### config.mk
export PLATFORM = sky130hd
export DESIGN_NAME = rah_version_request
export DESIGN_NICKNAME = d
export VERILOG_FILES = /design/src/rtl/rah_version_request.sv
export SDC_FILE = /design/constraint.sdc
export NUM_CORES = 1
export LEC_CHECK = 0
export BUFFER_PORTS_ARGS = -buffer_cell sky130_fd_sc_hd__buf_2
export CAP_MARGIN = 30
export CORE_UTILIZATION = 55
export CTS_CLUSTER_DIAMETER = 50
export DETAILED_ROUTE_END_ITERATION = 7
export PLACE_DENSITY = 0.82
export SYNTH_ARGS = -nofsm -noshare
export SYNTH_HDL_FRONTEND = slang
export SYNTH_SLANG_ARGS = --single-unit
export TNS_END_PERCENT = 1
### constraint.sdc
create_clock -name clk -period 4.1 [get_ports clk]
set_input_delay 0.41 -clock clk [delete_from_list [all_inputs] [get_ports clk]]
set_output_delay 0.41 -clock clk [all_outputs]
set_load 0.005 [all_outputs]
### src/rtl/rah_version_request.sv
// Version handshake initiator: one request per attempt, drains RX until a response, then flags match/mismatch/timeout.
// done 3 cycles after the response pop; w_en stalls while tx_full; pops only when !q_empty. RAH_VERSION_RETRY_EN re-requests on timeout.
module rah_version_request #(
  parameter int          RAH_PACKET_WIDTH = 32,
  parameter logic [15:0] EXPECTED_VERSION = 16'h0001,
  parameter logic [7:0]  REQ_OPCODE       = 8'hA5,
  parameter logic [7:0]  RSP_OPCODE       = 8'h5A,
  parameter int          TIMEOUT_CYCLES   = 1024,
  parameter int          MAX_RETRIES      = 3
) (
  input  logic                        clk,
  input  logic                        rst_n,
  input  logic                        start,
  input  logic [RAH_PACKET_WIDTH-1:0] in_data,
  input  logic                        q_empty,
  output logic                        request_data,
  input  logic                        tx_full,
  output logic                        w_en,
  output logic [RAH_PACKET_WIDTH-1:0] out_data,
  output logic                        busy,
  output logic                        done,
  output logic                        match,
  output logic                        timeout,
  output logic [15:0]                 rx_version
);

  localparam int TW = $clog2(TIMEOUT_CYCLES);
  localparam logic [RAH_PACKET_WIDTH-1:0] REQ_PKT = {REQ_OPCODE, {(RAH_PACKET_WIDTH-8){1'b0}}};

  typedef enum logic [2:0] {IDLE, SEND, WAIT, READ, CHECK, FIN} state_t;

  state_t        state;
  logic [TW-1:0] tcnt;
  logic [7:0]    rx_op;
  logic [15:0]   rx_ver;
  logic          unused_in;

`ifdef RAH_VERSION_RETRY_EN
  localparam int RW = (MAX_RETRIES > 0) ? $clog2(MAX_RETRIES + 1) : 1;
  logic [RW-1:0] retry_cnt;
`else
  localparam int unused_max_retries = MAX_RETRIES;
`endif

  // Queue strobes are gated by the live flags so they never fire into a full/empty queue.
  assign w_en         = (state == SEND) && !tx_full;
  assign request_data = (state == WAIT) && !q_empty;
  assign out_data     = w_en ? REQ_PKT : '0;
  assign unused_in    = ^in_data;

  always_ff @(posedge clk or negedge rst_n) begin
    if (!rst_n) begin
      state      <= IDLE;
      tcnt       <= '0;
      rx_op      <= '0;
      rx_ver     <= '0;
      busy       <= 1'b0;
      done       <= 1'b0;
      match      <= 1'b0;
      timeout    <= 1'b0;
      rx_version <= '0;
`ifdef RAH_VERSION_RETRY_EN
      retry_cnt  <= '0;
`endif
    end else begin
      done <= 1'b0;
      case (state)
        IDLE: begin
          if (start) begin
            state      <= SEND;
            busy       <= 1'b1;
            match      <= 1'b0;
            timeout    <= 1'b0;
            rx_version <= '0;
`ifdef RAH_VERSION_RETRY_EN
            retry_cnt  <= '0;
`endif
          end
        end
        SEND: begin
          if (!tx_full) begin
            state <= WAIT;
            tcnt  <= '0;
          end
        end
        WAIT: begin
          if (!q_empty) begin
            state <= READ;
          end else if (tcnt == TW'(TIMEOUT_CYCLES - 2)) begin
            // Counter is about to reach TIMEOUT_CYCLES-1: attempt expires.
`ifdef RAH_VERSION_RETRY_EN
            if (retry_cnt < RW'(MAX_RETRIES)) begin
              retry_cnt <= retry_cnt + 1'b1;
              state     <= SEND;
            end else begin
              timeout <= 1'b1;
              done    <= 1'b1;
              state   <= FIN;
            end
`else
            timeout <= 1'b1;
            done    <= 1'b1;
            state   <= FIN;
`endif
          end else begin
            tcnt <= tcnt + 1'b1;
          end
        end
        READ: begin
          rx_op  <= in_data[RAH_PACKET_WIDTH-1 -: 8];
          rx_ver <= in_data[15:0];
          state  <= CHECK;
        end
        CHECK: begin
          if (rx_op == RSP_OPCODE) begin
            rx_version <= rx_ver;
            match      <= (rx_ver == EXPECTED_VERSION);
            done       <= 1'b1;
            state      <= FIN;
          end else begin
            state <= WAIT;
          end
        end
        FIN: begin
          busy  <= 1'b0;
          state <= IDLE;
        end
        default: state <= IDLE;
      endcase
    end
  end

endmodule

==> results.yml <==
die:
  ios: 91
  die_area_um2: 5470
  fp.dieH_um: 74.0
  start_util_pct: 58.8
  core_um2: 4850
  die_w_um: 74.0
  num_rows: 25
run_status:
  status: "complete, no violations"
finish:
  seq_area_um2: 1430
  diodes: 0
  nNetsFinal: 352
  multi_input_area_um2: 1210
  final_common_cell: "dfrtp_1"
  n_fill_cell: 392
  drive_gt1_share_pct: 34.2
  area_delta_synth_final_pct: 13.2
  final_cell_mix: "dfrtp_1, buf_2, nand2_1, conb_1, mux2_2"
detailed_routing:
  drtIter0Drc: 92
  viasPerCell: 5.30
  vias: 2029
  wl_per_cell_um: 13.9
  drc: 0
  wirelength_um: 5320
  ant_nets: 0
  first_pass_iters: 4
place:
  dp_hpwl_um: 3690
  port_buffers: 54
  place_congestion: 0.804
setup_path:
  critPathKind: "register to register"
  crit_path_end_kind: "register"
  path_cells: "nand4bb_1 -> a31oi_4 -> or2_4 -> mux2_4"
  worstRegToRegCells: 4
  path_max_fanout: 14
  crit_arrival_ps: 2390
  critPathMaxStageDelay_ps: 540
  slowest_stage: "dfrtp_1"
  start_kind: "register"
  timing.reg2reg.setup_slack_ps: 1920
  r2r_end: "tcnt[1]$_DFFE_PN0P_"
  cp.required_ps: 4310
  worstReg2RegStart: "state[0]$_DFFE_PN0P_"
cts:
  insertion_delay_ps: 330
  postCtsSetupBuffers: 0
  clkSinkCount: 57
  numCtsBuffers: 9
  cts_tree: "built"
  hold_buffers: 0
  cts_root_buf: "clkbuf_8"
  htree_levels: 3
  cts_resized: 0
  clk_pin_slew_ps: 60
  cts_buffer_depth: 2
sta:
  period_needed_ps: 2180
  tightestPinTransition_ps: 974
  setup_violations: 0
  period_share_pct: 53.3
  finalHoldViolCount: 0
  finClkSkew_ps: 6.36
  relSlewSlack_pct: 34.9
  tns_ps: 0
  fmax_mhz: 458
  hold_ws_ps: 9.47
  slew_viol_final: 0
  rsz0062_at_grt: "no"
logic_synthesis:
  syn_area_um2: 2850
  ys_seq_area_share_pct: 50.1
  synthArstFlopShare_pct: 100
  ys.flop_type: "dfrtp_1"
  synth_area_per_cell_um2: 10.9
  synthCells: 261
  ys_ff_latch: 57
  ys_warn_count: 0
  post_synth_num_cell_types: 49
  synth_edf_count: 0
power_and_ir_drop:
  irDropWorstVdd_uv: 455
  powerDensity_nw_per_um2: 649
  p_leak_nw: 1.59
grt:
  grt_overflow: 0
  grt_antenna_before_repair: 0
  grt_pass1_wl_um: 8590
  grt_max_degree: 40
  globalRouteTotalUtil_pct: 21.4
  grt_pass1_vias: 1841
run:
  drv_cap: 0
min_path:
  hold_path_class: "input pin to async pin"
-- power breakdown --
group | internal [mW] | switching, mW
Clock | 0.368 | 0.214
Combinational | 0.308 | 0.277
Sequential | 0.760 | 0.167
-- Yosys cell counts (all sizes together), types with 3 or more instances --
cell type / count / area [um2]
a211o: 3 / 26.3
a21oi: 6 / 30.0
a31oi: 4 / 46.3
and3: 4 / 25.0
buf: 42 / 310
dfrtp: 57 / 1430
mux2: 26 / 297
nand2: 41 / 154
nand3: 5 / 25.0
nor2: 7 / 28.8
nor3: 4 / 20.0
nor4: 5 / 31.3
o21ai: 20 / 100
-- critical path: cells and delay by family (launching register included) --
family	cells	cell delay [ps]
DFF	1	540
AOI/OAI and AO/OA	1	450
muxes	1	310
and+or+nand+nor	2	750
-- final cells by class --
class | instances | share of cell area [%]
flip-flops and latches | 57 | 44.2
clock buffers | 11 | 4.69
multi-input cells | 187 | 37.4
repair buffers | 56 | 8.84
well taps | 67 | 2.60
inverters | 2 | 0.233
clock inverters | 3 | 2.02
-- cell families after synthesis --
family | after synthesis | share of synthesized area, %
simple gates | 85 | 16.5
other cells | 1 | 0.132
buf+inv | 44 | 11.2
fa+ha+maj | 2 | 0.878
flops | 57 | 50.1
mux | 26 | 10.4
compound gates | 46 | 10.9
-- worst max path at each step --
stage	start	end	slack [ps]	cells past startpoint
after floorplan	tcnt[0]$_DFFE_PN0P_	tcnt[1]$_DFFE_PN0P_	2400	6
after global placement	state[0]$_DFFE_PN0P_	tcnt[1]$_DFFE_PN0P_	2000	4
after detailed placement	state[0]$_DFFE_PN0P_	tcnt[1]$_DFFE_PN0P_	1970	4
after CTS	state[0]$_DFFE_PN0P_	tcnt[1]$_DFFE_PN0P_	1900	4
after global routing	state[0]$_DFFE_PN0P_	tcnt[1]$_DFFE_PN0P_	1800	4
final	state[0]$_DFFE_PN0P_	tcnt[1]$_DFFE_PN0P_	1920	4
-- metal layers --
metal	global-route usage [%]	part of all wire [%]	wire (um)	vias to the layer above
met3	7.86	6.7	358	9
met5	0	0	0	-
li1	-	-	-	963
met4	9.19	1.8	98	0
met2	32.7	48	2550	82
met1	27.7	43	2310	975
-- stage by stage --
| stage | setup slack (ps) | util (%) | total power [mW] | std cells | area, um2 |
|---|---|---|---|---|---|
| global route | 1800 | 66.5 | 2.22 | 383 | 3230 |
| CTS | 1900 | 66.5 | 2.11 | 383 | 3230 |
| global placement | 2000 | 62.1 | 1.49 | 369 | 3010 |
| detailed placement | 1970 | 62.1 | 1.52 | 369 | 3010 |
| floorplan | 2400 | - | 1.38 | 288 | 2950 |
| finish | 1920 | 66.5 | 2.09 | 383 | 3230 |
-- registers in the layout, indices dropped and copies added (netlist names) --
register    flops
busy            1
rx_ver         16
done            1
state           3
rx_version     16
tcnt           10
match           1
timeout         1
rx_op           8
Power figures use the tool's default switching activity.
